--- config.mk ---
export PLATFORM = sky130hd
export DESIGN_NAME = commit_sched_tpu
export DESIGN_NICKNAME = d
export VERILOG_FILES = /design/src/rtl/commit_sched_tpu.sv
export SDC_FILE = /design/constraint.sdc
export NUM_CORES = 1
export LEC_CHECK = 0
export ABC_AREA = 1
export BUFFER_PORTS_ARGS = -buffer_cell sky130_fd_sc_hd__buf_2
export CAP_MARGIN = 0
export CELL_PAD_IN_SITES_DETAIL_PLACEMENT = 1
export CELL_PAD_IN_SITES_GLOBAL_PLACEMENT = 1
export CORE_ASPECT_RATIO = 0.9
export CORE_MARGIN = 5
export CORE_UTILIZATION = 28
export DETAILED_ROUTE_END_ITERATION = 10
export GPL_TIMING_DRIVEN = 1
export PLACE_DENSITY = 0.63
export SYNTH_ARGS = -nofsm -noshare
export SYNTH_HDL_FRONTEND = slang
export SYNTH_SLANG_ARGS = --single-unit
--- constraint.sdc ---
create_clock -name clock -period 3.65 [get_ports clock]
set_input_delay 0.1825 -clock clock [delete_from_list [all_inputs] [get_ports clock]]
set_output_delay 0.1825 -clock clock [all_outputs]
set_load 0.02 [all_outputs]
--- src/rtl/commit_sched_tpu.sv ---
// In-order commit scheduler: tracks issued slots through PEND/DONE and
// retires the oldest DONE slot once per cycle towards the hazard table.
module commit_sched_tpu #(
    parameter int DEPTH_BUFF = 16,
    parameter int WIDTH_BUFF = $clog2(DEPTH_BUFF)
) (
    input  logic                  clock,
    input  logic                  reset,
    input  logic                  I_Issue,
    input  logic [WIDTH_BUFF-1:0] I_Issue_No,
    input  logic                  I_Sel_Unit,
    input  logic                  I_Done_S,
    input  logic [WIDTH_BUFF-1:0] I_Done_S_No,
    input  logic                  I_Done_V,
    input  logic [WIDTH_BUFF-1:0] I_Done_V_No,
    input  logic                  I_Flush,
    output logic                  O_Req_Commit,
    output logic [WIDTH_BUFF-1:0] O_Commit_No,
    output logic                  O_Full,
    output logic                  O_Empty,
    output logic [WIDTH_BUFF:0]   O_Num,
    output logic                  O_Err
);

    typedef enum logic [1:0] {FREE = 2'd0, PEND = 2'd1, DONE = 2'd2} slot_st_e;

    slot_st_e [DEPTH_BUFF-1:0] st_q, st_d;
    logic [DEPTH_BUFF-1:0]     tag_q, tag_d;
    logic [WIDTH_BUFF-1:0]     head_q, head_d, tail_q, tail_d;
    logic [WIDTH_BUFF:0]       count_q, count_d;
    logic                      commit_q, commit_d;
    logic [WIDTH_BUFF-1:0]     commit_no_q, commit_no_d;
    logic                      err_q, err_d;

    logic full, do_commit, iss_ok, same_no, ds_ok, dv_ok;

    assign full = (count_q == (WIDTH_BUFF+1)'(DEPTH_BUFF));

    always_comb begin
        st_d        = st_q;
        tag_d       = tag_q;
        head_d      = head_q;
        tail_d      = tail_q;
        count_d     = count_q;
        commit_d    = 1'b0;
        commit_no_d = commit_no_q;
        err_d       = err_q;

        // Everything below is judged on registered slot state, so a
        // completion for a slot issued in the same cycle sees it FREE.
        do_commit = (st_q[head_q] == DONE);
        iss_ok    = I_Issue & ~full & (I_Issue_No == tail_q);
        same_no   = I_Done_S & I_Done_V & (I_Done_S_No == I_Done_V_No);
        ds_ok     = I_Done_S & ~same_no & (st_q[I_Done_S_No] == PEND) & ~tag_q[I_Done_S_No];
        dv_ok     = I_Done_V & ~same_no & (st_q[I_Done_V_No] == PEND) &  tag_q[I_Done_V_No];

        if (ds_ok) st_d[I_Done_S_No] = DONE;
        if (dv_ok) st_d[I_Done_V_No] = DONE;

        if (do_commit) begin
            commit_d     = 1'b1;
            commit_no_d  = head_q;
            st_d[head_q] = FREE;
            head_d       = head_q + 1'b1;
        end

        // Accepted issue targets tail, never the committing head (full is dropped).
        if (iss_ok) begin
            st_d[tail_q]  = PEND;
            tag_d[tail_q] = I_Sel_Unit;
            tail_d        = tail_q + 1'b1;
        end

        count_d = count_q + (WIDTH_BUFF+1)'(iss_ok) - (WIDTH_BUFF+1)'(do_commit);
        err_d   = err_q | (I_Issue & ~iss_ok) | (I_Done_S & ~ds_ok) | (I_Done_V & ~dv_ok);

        if (I_Flush) begin
            for (int i = 0; i < DEPTH_BUFF; i++) st_d[i] = FREE;
            head_d      = '0;
            tail_d      = '0;
            count_d     = '0;
            commit_d    = 1'b0;
            commit_no_d = commit_no_q;
            err_d       = err_q;
        end
    end

    always_ff @(posedge clock) begin
        if (reset) begin
            for (int i = 0; i < DEPTH_BUFF; i++) st_q[i] <= FREE;
            tag_q       <= '0;
            head_q      <= '0;
            tail_q      <= '0;
            count_q     <= '0;
            commit_q    <= 1'b0;
            commit_no_q <= '0;
            err_q       <= 1'b0;
        end else begin
            st_q        <= st_d;
            tag_q       <= tag_d;
            head_q      <= head_d;
            tail_q      <= tail_d;
            count_q     <= count_d;
            commit_q    <= commit_d;
            commit_no_q <= commit_no_d;
            err_q       <= err_d;
        end
    end

    assign O_Req_Commit = commit_q;
    assign O_Commit_No  = commit_no_q;
    assign O_Full       = full;
    assign O_Empty      = (count_q == '0);
    assign O_Num        = count_q;
    assign O_Err        = err_q;

endmodule
Word-level counts from Yosys, hierarchy flattened
Cells that the tools add are included.
{ "classes": {"multipliers": 0, "div": 0, "n_bitwise": 34, "eq_ne": 6, "addsub": 4, "muxes": 26, "magnitude_cmp": 8, "n_reduce_logical": 7, "n_shift": 0} }
{ "ops": {"columns": ["cell", "n"], "rows": [
  ["$mux W32", 4],
  ["$and A16 B16 Y16", 3],
  ["$not A16 Y16", 3],
  ["$or A16 B16 Y16", 3],
  ["$and A32 B32 Y32", 1],
  ["$demux W2 S4", 4],
  ["$not A32 Y32", 1],
  ["$bmux W2 S4", 3],
  ["$lt A4 B5 Y1 const B", 4],
  ["$bwmux W16", 1],
  ["$ge A4 B1 Y1 const B", 4],
  ["$mux W2", 7],
  ["$and A1 B1 Y1", 13],
  ["$add A4 B1 Y4 const B", 2],
  ["$bmux W1 S4", 2],
  ["$eq A4 B4 Y1", 2],
  ["$not A1 Y1", 7],
  ["$add A5 B1 Y5", 1],
  ["$eq A5 B5 Y1 const B", 1],
  ["$logic_not A5 Y1", 1],
  ["$sub A5 B1 Y5", 1],
  ["$demux W1 S4", 1],
  ["$eq A2 B1 Y1 const B", 2],
  ["$logic_and A1 B1 Y1", 4],
  ["5 further kinds", 10]
]} }
{ "totals": {"output_inout_bits": 13, "mem_bits_ro": 0, "memories": 0, "ramBits": 0, "regBits": 67, "latchBits": 0} }

Depth between registers and ports, before layout
Gate-level depths: netlist of the first run.
{ "logic_depth": {"word_depth": 13, "depth_mapped": 21, "depth_no_buf": 19} }

Least setup slack after synthesis of the first run
OpenSTA, ideal clock, no wires.
{ "synth_path": {"path_kind": "register -> register", "startpoint": "reg count_q[2] (netlist: O_Num[2])", "endpoint": "reg count_q[4] (netlist: O_Num[4])", "setup_slack_ps": 955, "required_time_ps": 3580, "path_stages_with_launch": 17, "arrival_time_ps": 2626, "setup_ps": 70, "cell_sequence": "dfxtp_1 > inv_1 > ha_1 > nand2_1 > nor2_1 > nor4_1 > nand2_1 > buf_2 > ha_1 > inv_1 > ha_1 > fa_1 > nand2_1 > a21oi_1 > nor2_1 > o21ai_0 > a21oi_1"} }
{ "synth_between": {"elab_chain_len": 6} }
{ "synth_rtl": {"columns": ["item", "line", "text"], "rows": [
  ["start, declared", "30", "logic [WIDTH_BUFF:0] count_q, count_d;"],
  ["start signal, assigned", "103", "count_q <= count_d;"],
  ["$eq A5 B5 Y1", "37", "assign full = (count_q == (WIDTH_BUFF+1)'(DEPTH_BUFF));"],
  ["net O_Full", "19", "output logic O_Full,"],
  ["$not A1 Y1", "52", "iss_ok = I_Issue & ~full & (I_Issue_No == tail_q);"],
  ["$and A1 B1 Y1 (2 in series)", "52", null],
  ["$add A5 B1 Y5", "74", "count_d = count_q + (WIDTH_BUFF+1)'(iss_ok) - (WIDTH_BUFF+1)'(do_commit);"],
  ["$sub A5 B1 Y5", "74", null]
]} }
The timed path passes the listed nets, and every way through them passes these cells.
A chain may end at the register's enable or synchronous reset.

Worst setup path after layout of the first run
{ "layout_path": {"startpoint": "reg tail_q[3]", "endpoint": "reg count_q[4] (netlist: O_Num[4])"} }
{ "layout_between": {"elab_chain_len": 4} }
{ "layout_rtl": {"columns": ["item", "line", "text"], "rows": [
  ["start, declared", "29", "logic [WIDTH_BUFF-1:0] head_q, head_d, tail_q, tail_d;"],
  ["start signal, assigned", "102", "tail_q <= tail_d;"],
  ["$eq A4 B4 Y1", "52", null],
  ["$and A1 B1 Y1", "52", null],
  ["$add A5 B1 Y5", "74", null],
  ["$sub A5 B1 Y5", "74", null]
]} }
Every way passes these cells.

==> results of run 1 <==
sequential cells by signal, indices dropped and copies added (netlist names):
| signal | cells |
|---|---|
| st_q | 32 |
| tag_q | 16 |
| O_Num | 5 |
| O_Commit_No | 4 |
| head_q | 4 |
| tail_q | 4 |
| O_Err | 1 |
| O_Req_Commit | 1 |
worst reg2reg max path, delay by kind of cell, from the launching register on:
kind	cells	cell delay, ps
flops	1	530
fa+ha+maj	3	990
simple gates	4	610
compound gates	5	570
buf+inv	2	210
where the power goes:
group / switching, W / leakage [nW] / internal, W / total, W
Sequential: 0.00000119 / 0.540 / 0.000733 / 0.000734
Combinational: 0.000117 / 2.14 / 0.0000334 / 0.000150
Clock: 0.000354 / 0.155 / 0.000616 / 0.000971
Total: 0.000472 / 2.83 / 0.00138 / 0.00186
worst min path at each step:
stage,to,slack (ps),from
after global placement,tag_q[15],460,tag_q[15]
final,O_Err,160,I_Issue
after floorplan,tag_q[15],350,reset
after CTS,O_Err,170,I_Issue
after global routing,O_Err,220,I_Flush
after detailed placement,O_Commit_No[2],460,O_Commit_No[2]
layout by cell type (no fill, tap or decap), types with 3 or more instances in the layout:
master	n
sky130_fd_sc_hd__inv_2	4
sky130_fd_sc_hd__buf_4	7
sky130_fd_sc_hd__a211oi_1	7
sky130_fd_sc_hd__o21bai_1	12
sky130_fd_sc_hd__dfxtp_1	67
sky130_fd_sc_hd__buf_2	31
sky130_fd_sc_hd__nand4_1	21
sky130_fd_sc_hd__inv_1	119
sky130_fd_sc_hd__nor3_1	5
sky130_fd_sc_hd__nand3_1	89
sky130_fd_sc_hd__o211ai_1	8
sky130_fd_sc_hd__nor2_4	5
sky130_fd_sc_hd__ha_1	14
sky130_fd_sc_hd__o21ai_0	30
sky130_fd_sc_hd__o21a_1	3
sky130_fd_sc_hd__a21oi_1	40
sky130_fd_sc_hd__clkbuf_16	9
sky130_fd_sc_hd__clkinv_1	5
sky130_fd_sc_hd__a31oi_1	3
sky130_fd_sc_hd__nor2_1	53
sky130_fd_sc_hd__nand2_1	341
routing by layer:
metal	vias up	part of all wire (%)	wire length, microns
met3	15	5.5	1090
met4	0	1.4	279
met2	120	41	7987
li1	2784	-	-
met1	2599	52	10320
met5	-	0	0
cell families after synthesis:
group | after synthesis | share of synthesized area, %
AOI/OAI and AO/OA | 106 | 12.14
xor gates and xnor gates | 2 | 0.3454
buffers and inverters | 166 | 14.08
adders and majority gates | 15 | 3.848
DFF | 67 | 26.44
and+or+nand+nor | 522 | 43.14
cell type report:
cell class	instances	area (sq um)	area share [%]
Timing Repair Buffer	38	207.7	3.651
Clock inverter	6	88.84	1.561
Clock buffer	10	239.0	4.201
Inverter	130	493.0	8.665
Tap cell	240	300.3	5.278
Multi-Input combinational cell	645	3019	53.07
Sequential cell	67	1341	23.58
metrics by stage:
stage | hold slack [ps] | cells | worst slack [ps] | power (W)
after floorplan | 348.2 | 878 | 954.6 | 0.0008440
after global placement | 460.6 | 1120 | 802.7 | 0.0008991
after detailed placement | 458.2 | 1120 | 694.5 | 0.0008994
after CTS | 165.9 | 1136 | 689.7 | 0.001876
after global routing | 224.2 | 1136 | 371.8 | 0.001932
final | 163.8 | 1136 | 701.3 | 0.001855
==> impl_summary.md, run 1 <==
Yosys
The top flip-flop cell by instance count after synthesis is sky130_fd_sc_hd__dfxtp_1. Counting every net in the synthesized netlist gives 912. The number of enable flip-flop cells after synthesis is 0. Ranked by instance count, the synthesized netlist is headed by sky130_fd_sc_hd__nand2_1, sky130_fd_sc_hd__inv_1, sky130_fd_sc_hd__nand3_1, sky130_fd_sc_hd__dfxtp_1, sky130_fd_sc_hd__nor2_1.

The area share of the largest cell type after synthesis is 26.44%. The most common cell in the synthesized netlist is sky130_fd_sc_hd__nand2_1. The post-synthesis cell type with the largest combined area is sky130_fd_sc_hd__dfxtp_1.

The post-synthesis average cell area is 5.777 sq um. The cell area after synthesis is 5072 sq um. Counting flops and latches in the post-synthesis netlist gives 67. The number of unique standard cell types used by synthesis is 34. The cell count after synthesis came out at 878.

After synthesis, flip-flops and latches occupy 26.44% of the total area. In the synthesized netlist the async set-or-reset flop fraction comes to 0%. For this run, the number of Yosys warnings is 0.

Sorting the synthesized cells by area gives the leading types as sky130_fd_sc_hd__dfxtp_1, sky130_fd_sc_hd__nand2_1, sky130_fd_sc_hd__inv_1.

Timing
The shortest period the worst path allows is 2949 ps. The worst-case headroom to the max-slew limit is 33.94%. Setup repair after global routing left no endpoint under its margin. The final critical path takes up 80.79% of the cycle. The highest achievable clock rate is 339.1 MHz. The total count of hold-check failures in the final report is 0. The final-report setup violation count is 0. Summed over all failing endpoints, the final setup total negative slack is 0 ps. The final number of max-transition violations is 0.

At the pin with the least slew margin, the transition time is 989.7 ps. Across the routed clock network, the largest skew measured is 8.431 ps.

Die
For this design the top-level I/O count stands at 32. In this run the core area contains 46 standard-cell rows. In this run the vertical extent of the chip is 137.7 microns.

In this run the standard cell core region covers 17730 sq um. For this configuration, the core starts out at a cell density of 28.61%. The floorplan step defined a die boundary enclosing 20910 sq um. The die is 151.9 microns wide.

Setup path
For this design, the slowest cell found on the critical path is sky130_fd_sc_hd__dfxtp_1. Among cell families on the critical path, the largest total delay comes from adder cells. The number of cell instances on the worst register-to-register path is 14. The capturing point of the worst reg2reg path is O_Num[4]. Data on the critical path is required at its endpoint by 3930 ps.

Of all nets on the critical path, the largest fanout is 12. The signal on the critical path passes through inv_1 -> nand2_1 -> o21ai_0 -> a211oi_1 -> nand2_1 -> ha_1 -> inv_1 -> ha_1 -> fa_1 -> nand2_1 -> a21oi_1 -> nor2_1 -> o21ai_0 -> a21oi_1. The most critical setup path has its endpoint at O_Num[4]. The slack of the worst reg-to-reg path is 700 ps. The worst register-to-register path begins at tail_q[3]. The worst setup path is of the register to register kind. The logic depth of the worst path, buffers included is 14. The sum of buffers and inverters on the critical path is 2. In this run the worst setup path begins at tail_q[3]. At the worst endpoint, the arrival time is 3230 ps. The worst setup path is launched from a register. For this run, the slowest stage of the critical path takes 530 ps. The cell with the most instances on the worst path is sky130_fd_sc_hd__nand2_1. The kind of end point of the critical path is a register.

Routing
For this run, design rule violations remaining after detail routing come to 0. The violation count after the first detailed-route iteration is 415. The count of nets left with antenna violations after detail routing is 0. The final routed wire length divided by cell count is 17.32 microns.

The detailed router placed 5518 vias in this run. Before antenna repair, the detailed router went through 4 iterations. The vias per cell is 4.857. Wires add up to 19680 microns.

Layout
The end-of-flow core utilization is 32.09%. From synthesis to final layout, the design area changed by 12.16%. The number of nets at the end of the flow is 925. The post-route netlist has 7.813% of its cells at a drive strength greater than 1. The total non-filler cell area in the finished layout is 5689 sq um.

The filler cells instantiated in the layout total 2392. The number of inserted diodes is 0.

Worst hold path
The worst hold path belongs to the class input port to register. Along the worst hold path, the cell count comes to 5.

Clock network
In this run, CTS created clock tree buffers numbering 9. The clock network latency to the later pin of the worst-skew pair is 350 ps. The clock edge transition at the registers on the reported setup and hold paths is 60 ps. The clock passes through at most 2 buffers.

The CTS tree is built. The H-tree depth is 3. The count of hold buffers inserted by post-cts repair is 0.

The post-cts repair resize count is 0. Clock tree synthesis selected as its root buffer the cell sky130_fd_sc_hd__clkbuf_16. The tree built by TritonCTS fans out to 67 sinks. The count of buffers added by post-CTS timing repair for setup is 0.

GRT
The global-route track usage on met2 is 28.04%. The via count of the first global-routing pass came to 5205. Global routing finished with a remaining overflow of 0.

The initial antenna violation count came to 0. Entering global routing, the biggest net connects 37 pins. For met1 alone, demand over resource in global routing was 28.23%. The layer with the highest usage after global routing is met1. The first-pass GRT wire length is 30760 microns.

In the global route stage, overall resource usage came out at 19.04%. The fraction of met3 tracks used by global routing is 4.303%.

Placement
The placed instances occupy a cell area of 5361 sq um. The final weighted congestion of routability-driven global placement is 0.8894. Input and output buffers added on the ports amount to 31. The detailed placement HPWL is 14860 microns.

Power
Summed over all cells, the static leakage comes to 2.830 nW. The worst vdd rail ir drop is 0.0002333 V. The power per unit of standard cell area is 326.1 nW/um^2.

Flow run
The count of maximum capacitance violations is 0.

Run status
The flow ran to the end, and the final reports show no timing, DRC or antenna violations.
Note: power is estimated with default switching activity, not from simulation.
==> inputs of run 2 (changes only) <==
- clock period: 3.65 -> 2.8 ns (I/O delays scaled with it)
==> run 2 against run 1 <==
Effect of this change: final cell count grew 1.9%; sequential cell count is the same; critical path depth grew 5; sequential power grew 30%; die area is the same; register-to-register slack lost 440 ps; via count grew 1.5%; critical path type unchanged; highest routed layer unchanged.
==> impl_summary.md, run 2 (same netlist as run 1, synthesis figures left out) <==
Run status
The flow ran to the end, and the final reports show no timing, DRC or antenna violations.

Die
The die boundary width was 151.9 microns (unchanged). The number of core rows was 46 (unchanged). The I/O pin count was 32 (unchanged). The placeable core area came to 17730 sq um (unchanged). The vertical die dimension was 137.7 microns (unchanged).

The starting density of the core is 28.61% (unchanged). The area of the die is 20910 sq um (unchanged).

Routing
The routed wire length is 19990 microns (+1.6%). The final routed wire length divided by cell count is 17.26 microns (-0.32%). The vias per cell is 4.839 (-0.39%).

The violation count after the first detailed-route iteration is 557 (+34%). The DRC violation count after routing came to 0 (unchanged). The overall via count from detail_route is 5603 (+1.5%).

The count of nets left with antenna violations after detail routing came to 0 (unchanged). The detailed-router iteration count before antenna repair is 5 (+1).

Clock network
The count of hold buffers inserted by post-cts repair came to 0 (unchanged). The clock edge transition at the registers on the reported setup and hold paths is 60 ps (about the same). The H-tree depth is 3 (unchanged). TritonCTS built the clock tree.

The worst-case clock buffer depth is 2 (unchanged). The number of sinks handled by clock tree synthesis is 67 (unchanged). The clock network latency to the later pin of the worst-skew pair is 350 ps (about the same). The buffer cell driving the clock tree root is sky130_fd_sc_hd__clkbuf_16. The clock buffer count from CTS was 9 (unchanged).

Placement
The total instance count after detailed placement is 1139 (+1.7%). The detailed placement HPWL is 15370 microns (+3.4%). The setup slack after placement is 95.99 ps (-598.5 ps). The final weighted congestion of routability-driven global placement is 0.8903 (+0.10%). The placed cell area is 5504 sq um (+2.7%). The count of buffers inserted at the top-level ports is 31 (unchanged).

Setup path
The slack of the worst reg-to-reg path came to 270 ps (-440 ps). The worst register-to-register path ends at O_Num[4]. The number of cell instances on the worst register-to-register path is 19 (+5). The slowest library cell on the worst path is sky130_fd_sc_hd__dfxtp_4.

The kind of end point of the critical path is a register. STA classifies the critical path startpoint as a register. The source of the worst register-to-register timing path is head_q[0]. The data required time of the critical path is 3080 ps (-850 ps). The cell with the most instances on the worst path is sky130_fd_sc_hd__nand2_1.

The signal on the critical path passes through buf_12 -> nand2_1 -> nand3_1 -> nand2_1 -> nand2_1 -> nand2_1 -> inv_2 -> nand2_4 -> nand2_2 -> inv_1 -> ha_1 -> inv_1 -> ha_2 -> fa_2 -> nand2_1 -> a21oi_1 -> nor2_1 -> o21ai_1 -> a21oi_1. The critical path is of the register to register type. The biggest fanout along the worst timing path is 10 (-2). The data arrival time of the critical path is 2820 ps (-410 ps).

The delay of the slowest cell on the worst path is 410 ps (-120 ps).

Worst hold path
The worst hold path begins at I_Issue. The tightest min-delay check is of the input port to register type. For hold timing, the worst endpoint is O_Err. The cell depth of the worst hold path came to 5 (unchanged).

Layout
The number of inserted diodes is 0 (unchanged). The total non-filler cell area in the finished layout is 5938 sq um (+4.4%). The most flop-heavy register is st_q. The area growth from synthesis to layout is 17.07%. The number of nets at the end of the flow is 947 (+2.4%).

The final-layout fill cell count came to 2429 (+1.5%). The number of standard cells in the final layout excluding fillers came to 1158 (+1.9%). The flip-flop count of the largest register after layout is 32 (unchanged). The fraction of final layout cells with drive strength greater than 1 is 10.24% (+2.4 points). In the layout the commonest cells are sky130_fd_sc_hd__nand2_1, sky130_fd_sc_hd__inv_1, sky130_fd_sc_hd__nand3_1.

Leaving out fill and tap cells, the most frequent cell in the layout is sky130_fd_sc_hd__nand2_1.

Power
The cell leakage power is 2.965 nW (+4.7%). The power per unit of standard cell area was 432.2 nW/um^2 (+33%). The worst vdd rail ir drop came to 0.0002990 V (+28%).

GRT
The overflow left after global routing is 0 (unchanged). The overall fraction of global-route tracks in use was 19.38% (+0.34 points). The first-pass GRT wire length is 31550 microns (+2.6%). The via count of the first global-routing pass is 5458 (+4.9%). The initial antenna violation count is 0 (unchanged).

The largest net degree at the start of global routing is 25 (-32%).

Timing
The total count of hold-check failures in the final report was 0 (unchanged). The transition at the pin with the smallest max-transition slack was 746.9 ps (-242.8 ps). The final number of max-transition violations is 0 (unchanged). The worst-case headroom to the max-slew limit came to 50.02% (+16 points). The shortest period the worst path allows came to 2535 ps (-413.9 ps). The clock tree skew after final layout is 6.315 ps (-2.116 ps). The highest achievable clock rate was 394.5 MHz (+16%).

The worst path setup slack after routing was 265.2 ps (-436.1 ps). The final cycle utilization of the critical path came to 90.53% (+9.7 points). The final-report setup violation count is 0 (unchanged).

Flow run
The count of maximum capacitance violations was 0 (unchanged).
==> run 2: changes by cell type in the layout (fill, tap and decap cells not counted), moves of 2 or more <==
cell                         previous run  this run
sky130_fd_sc_hd__buf_4                  7        27
sky130_fd_sc_hd__bufinv_16              2         4
sky130_fd_sc_hd__clkbuf_1               0         2
sky130_fd_sc_hd__clkinvlp_4             2         0
==> run 2: what timing repair did <==
action,4_1_cts,5_1_grt
resized for setup,0,14
endpoints found under the setup margin,0,1
buffers inserted,0,2
==> run 2: per-stage QoR <==
step	utilization, %	power (W)	setup TNS, ps	hold slack, ps
after CTS	33.07	0.002599	0	182.0
after detailed placement	31.05	0.001178	0	457.0
after floorplan	-	0.001100	0	305.7
after global routing	33.50	0.002653	-11.85	222.3
after global placement	31.05	0.001178	0	454.5
final	33.50	0.002566	0	196.4
==> run 2: worst max path at each step <==
| stage | endpoint | startpoint | slack [ps] |
|---|---|---|---|
| global route | O_Num[4] | head_q[0] | -10 |
| finish | O_Num[4] | head_q[0] | 270 |
| detailed placement | O_Num[4] | head_q[0] | 100 |
| global placement | O_Num[4] | head_q[0] | 200 |
| CTS | O_Num[4] | head_q[0] | 90 |
| floorplan | O_Num[4] | O_Num[2] | 100 |
==> run 2: metal layers <==
metal  global-route usage, %  vias up  part of all wire (%)
li1                        -     2830                     -
met1                   28.46     2632                    52
met2                   30.08      119                    42
met3                   3.235       22                   5.0
met4                   3.595        0                   1.2
met5                       0        -                     0
==> run 2: final cells by class <==
type	count	area (sq um)	area share, %
Clock inverter	5	125.1	2.107
Clock buffer	11	232.7	3.919
Sequential cell	67	1345	22.65
Tap cell	240	300.3	5.057
Timing Repair Buffer	60	402.9	6.785
Multi-Input combinational cell	645	3032	51.05
Inverter	130	500.5	8.428
==> run 2: worst max-delay path: cells and delay by family (launching register included) <==
kind,cells,cell delay (ps)
AO/OA/AOI/OAI,3,250
AND/OR/NAND/NOR,9,700
flip-flops,1,410
buffers and inverters,4,300
adder cells (fa/ha/maj),3,820
==> run 2: power breakdown <==
group,internal [W],switching [W],leakage (nW)
clock network,0.000960,0.000450,0.174
registers,0.000954,0.00000199,0.541
logic,0.0000494,0.000151,2.25
total,0.00196,0.000603,2.96
==> inputs of run 3 (changes only) <==
- CORE_MARGIN: 5 -> 2
==> run 3 against run 2 <==
Effect of this change: wire length barely moved; register-to-register slack got worse by 160 ps; critical endpoint unchanged; final area fell by 0.76%; critical path depth did not move; power fell by 10%; worst hold slack improved by 16 ps; clock skew rose by 0.68 ps; sequential share of layout area rose by 0.22 points; sequential cell count did not move; first-iteration DRC count fell by 29%; clock-buffer cell count rose by 3.
==> impl_summary.md, run 3 (same netlist as run 1, synthesis figures left out) <==
Power
The worst vdd rail ir drop is 0.0002812 V (-6.0%). The cell leakage power is 2.957 nW (-0.27%). The power per unit of standard cell area is 391.8 nW/um^2 (-9.3%). The overall power of the completed layout is 0.002309 W (-10%).

Layout
The flip-flop count of the largest register after layout is 32 (unchanged). The number of standard cells in the final layout excluding fillers is 1163 (+0.43%). The register with the most flip-flops in the final layout is st_q. Leaving out fill and tap cells, the most frequent cell in the layout is sky130_fd_sc_hd__nand2_1. The number of inserted diodes is 0 (unchanged). The number of nets at the end of the flow came to 952 (+0.53%). Leaving out fill and tap cells, the most frequent cells in the layout are sky130_fd_sc_hd__nand2_1, sky130_fd_sc_hd__inv_1, sky130_fd_sc_hd__nand3_1. The fraction of final layout cells with drive strength greater than 1 is 10.73% (+0.49 points).

The area growth from synthesis to layout is 16.18%.

Setup path
STA classifies the critical path endpoint as a register. The biggest fanout along the worst timing path is 6 (-4). The data arrival time of the critical path is 2930 ps (+110 ps). The number of cell instances on the worst register-to-register path is 19 (unchanged).

The critical path is of the register to register type. The startpoint identified for the worst register-to-register timing path is head_q[0]. The worst register-to-register path ends at O_Num[4]. The slack of the worst reg-to-reg path is 100 ps (-160 ps). The data required time of the critical path is 3030 ps (-50 ps). The element type at the critical path start is a register.

Die
The vertical die dimension is 131.7 microns (-4.4%). The placeable core area was 17670 sq um (-0.32%). The die boundary width is 145.9 microns (-4.0%).

The number of core rows is 46 (unchanged). The area of the die came to 19210 sq um (-8.1%). The starting density of the core is 28.71% (+0.093 points). The I/O pin count is 32 (unchanged).

Routing
The count of nets left with antenna violations after detail routing is 0 (unchanged). The detailed-router iteration count before antenna repair is 5 (unchanged). The vias per cell is 4.909 (+1.5%).

The routed wire length is 20000 microns (about the same). The violation count after the first detailed-route iteration is 396 (-29%). The final routed wire length divided by cell count is 17.20 microns (-0.39%). The DRC violation count after routing came to 0 (unchanged). The overall via count from detail_route was 5709 (+1.9%).

Timing
The worst hold margin is 212.5 ps (+16.08 ps). The transition at the pin with the smallest max-transition slack came to 617.5 ps (-129.5 ps). The final number of max-transition violations was 0 (unchanged).

The total count of hold-check failures in the final report is 0 (unchanged). The clock tree skew after final layout was 6.991 ps (+0.6761 ps). The worst-case headroom to the max-slew limit is 58.68% (+8.7 points). The worst path setup slack after routing is 101.4 ps (-163.8 ps). The highest achievable clock rate is 370.6 MHz (-6.1%). The final-report setup violation count was 0 (unchanged). The final cycle utilization of the critical path is 96.38% (+5.9 points). The shortest period the worst path allows is 2699 ps (+163.8 ps). The sum of negative setup slack is 0 ps (unchanged).

Clock network
The tree is rooted in a sky130_fd_sc_hd__clkbuf_16. The CTS tree is built. The clock edge transition at the registers on the reported setup and hold paths was 60 ps (about the same). The clock network latency to the later pin of the worst-skew pair came to 340 ps (about the same). The H-tree depth was 3 (unchanged).

The number of sinks handled by clock tree synthesis is 67 (unchanged). The clock buffer count from CTS is 9 (unchanged). The worst-case clock buffer depth was 2 (unchanged).

Worst hold path
The cell depth of the worst hold path is 5 (unchanged). The sink of the worst hold path is O_Err. The startpoint identified for the worst hold timing path is I_Issue. The path category of the worst min-delay check is input port to register.

Placement
The final weighted congestion of routability-driven global placement was 0.8870 (-0.37%). The detailed placement HPWL came to 15330 microns (-0.26%). The count of buffers inserted at the top-level ports is 31 (unchanged). The total instance count after detailed placement is 1141 (+0.18%). The setup slack after placement is 60.96 ps (-35.03 ps).

GRT
The first-pass GRT wire length is 31710 microns (+0.53%). The via count of the first global-routing pass is 5489 (+0.57%). The overflow left after global routing is 0 (unchanged). The overall fraction of global-route tracks in use is 21.35% (+2.0 points). The largest net degree at the start of global routing was 25 (unchanged). The initial antenna violation count was 0 (unchanged).

Flow run
The count of maximum capacitance violations came to 0 (unchanged).

Run status
The flow ran to the end, and the final reports show no timing, DRC or antenna violations.
-- run 3: cell count changes in the layout (fill, tap and decap cells not counted) --
| cell | change |
|---|---|
| sky130_fd_sc_hd__dfxtp_2 | +2 |
| sky130_fd_sc_hd__buf_6 | +1 |
| sky130_fd_sc_hd__buf_2 | +1 |
| sky130_fd_sc_hd__clkbuf_16 | -1 |
| sky130_fd_sc_hd__dfxtp_1 | -2 |
| sky130_fd_sc_hd__buf_12 | -1 |
| sky130_fd_sc_hd__clkbuf_8 | +1 |
| sky130_fd_sc_hd__bufinv_16 | -3 |
| sky130_fd_sc_hd__clkbuf_1 | +2 |
| sky130_fd_sc_hd__nand2_2 | -1 |
| sky130_fd_sc_hd__buf_8 | +1 |
| sky130_fd_sc_hd__buf_4 | +4 |
| sky130_fd_sc_hd__nand2_4 | +1 |
-- run 3: through the flow --
step	util [%]	cell area (sq um)
after floorplan	-	5072
final	33.35	5893
after CTS	32.91	5814
after global placement	31.24	5519
after detailed placement	31.24	5519
after global routing	33.35	5893
-- run 3: power by group --
part           leakage (nW)  internal, W  switching (W)
clock                 0.141     0.000714       0.000432
sequential            0.542     0.000955     0.00000221
combinational          2.27    0.0000522       0.000154
-- run 3: worst max-delay path by stage --
| stage | startpoint | endpoint | slack, ps | cells after the start |
|---|---|---|---|---|
| after floorplan | O_Num[2] | O_Num[4] | 100 | 16 |
| after global routing | head_q[0] | O_Num[4] | -40 | 19 |
| after global placement | head_q[0] | O_Num[4] | 200 | 19 |
| after CTS | head_q[0] | O_Num[4] | 2 | 19 |
| final | head_q[0] | O_Num[4] | 100 | 19 |
| after detailed placement | head_q[0] | O_Num[4] | 60 | 19 |
-- run 3: what timing repair did --
action	4_1_cts	5_1_grt
pin swaps	0	3
cloned	0	1
endpoints found under the hold margin	0	0
endpoints found under the setup margin	1	1
hold buffers	0	0
setup buffers	0	5
resized for setup	2	14
-- run 3: metal layers --
metal / share of wire, % / track usage (%) / up-vias
li1: - / - / 2847
met1: 50 / 31.00 / 2730
met2: 43 / 31.84 / 117
met3: 5.5 / 4.583 / 15
met4: 1.4 / 5.392 / 0
met5: 0 / 0 / -
-- run 3: area by class of cell --
type / instances / area (sq um)
clock buffers: 14 / 254.0
flip-flops and latches: 67 / 1348
inverters: 130 / 500.5
well taps: 240 / 300.3
multi-input cells: 645 / 3037
clock inverters: 2 / 35.03
fillers: 2411 / 11780
repair buffers: 65 / 419.2
-- run 3: worst max-delay path, stage by stage, from the launching register on --
cell and delay (ps):
sky130_fd_sc_hd__dfxtp_4 400, sky130_fd_sc_hd__buf_6 130, sky130_fd_sc_hd__nand2_1 70, sky130_fd_sc_hd__nand3_1 100, sky130_fd_sc_hd__nand2_1 60, sky130_fd_sc_hd__nand2_1 80, sky130_fd_sc_hd__nand2_1 90, sky130_fd_sc_hd__inv_2 70
sky130_fd_sc_hd__nand2_4 80, sky130_fd_sc_hd__nand2_4 70, sky130_fd_sc_hd__inv_1 50, sky130_fd_sc_hd__ha_1 270, sky130_fd_sc_hd__inv_1 50, sky130_fd_sc_hd__ha_2 190, sky130_fd_sc_hd__fa_2 400, sky130_fd_sc_hd__nand2_1 90
sky130_fd_sc_hd__a21oi_1 60, sky130_fd_sc_hd__nor2_1 140, sky130_fd_sc_hd__buf_4 130, sky130_fd_sc_hd__a21oi_1 50
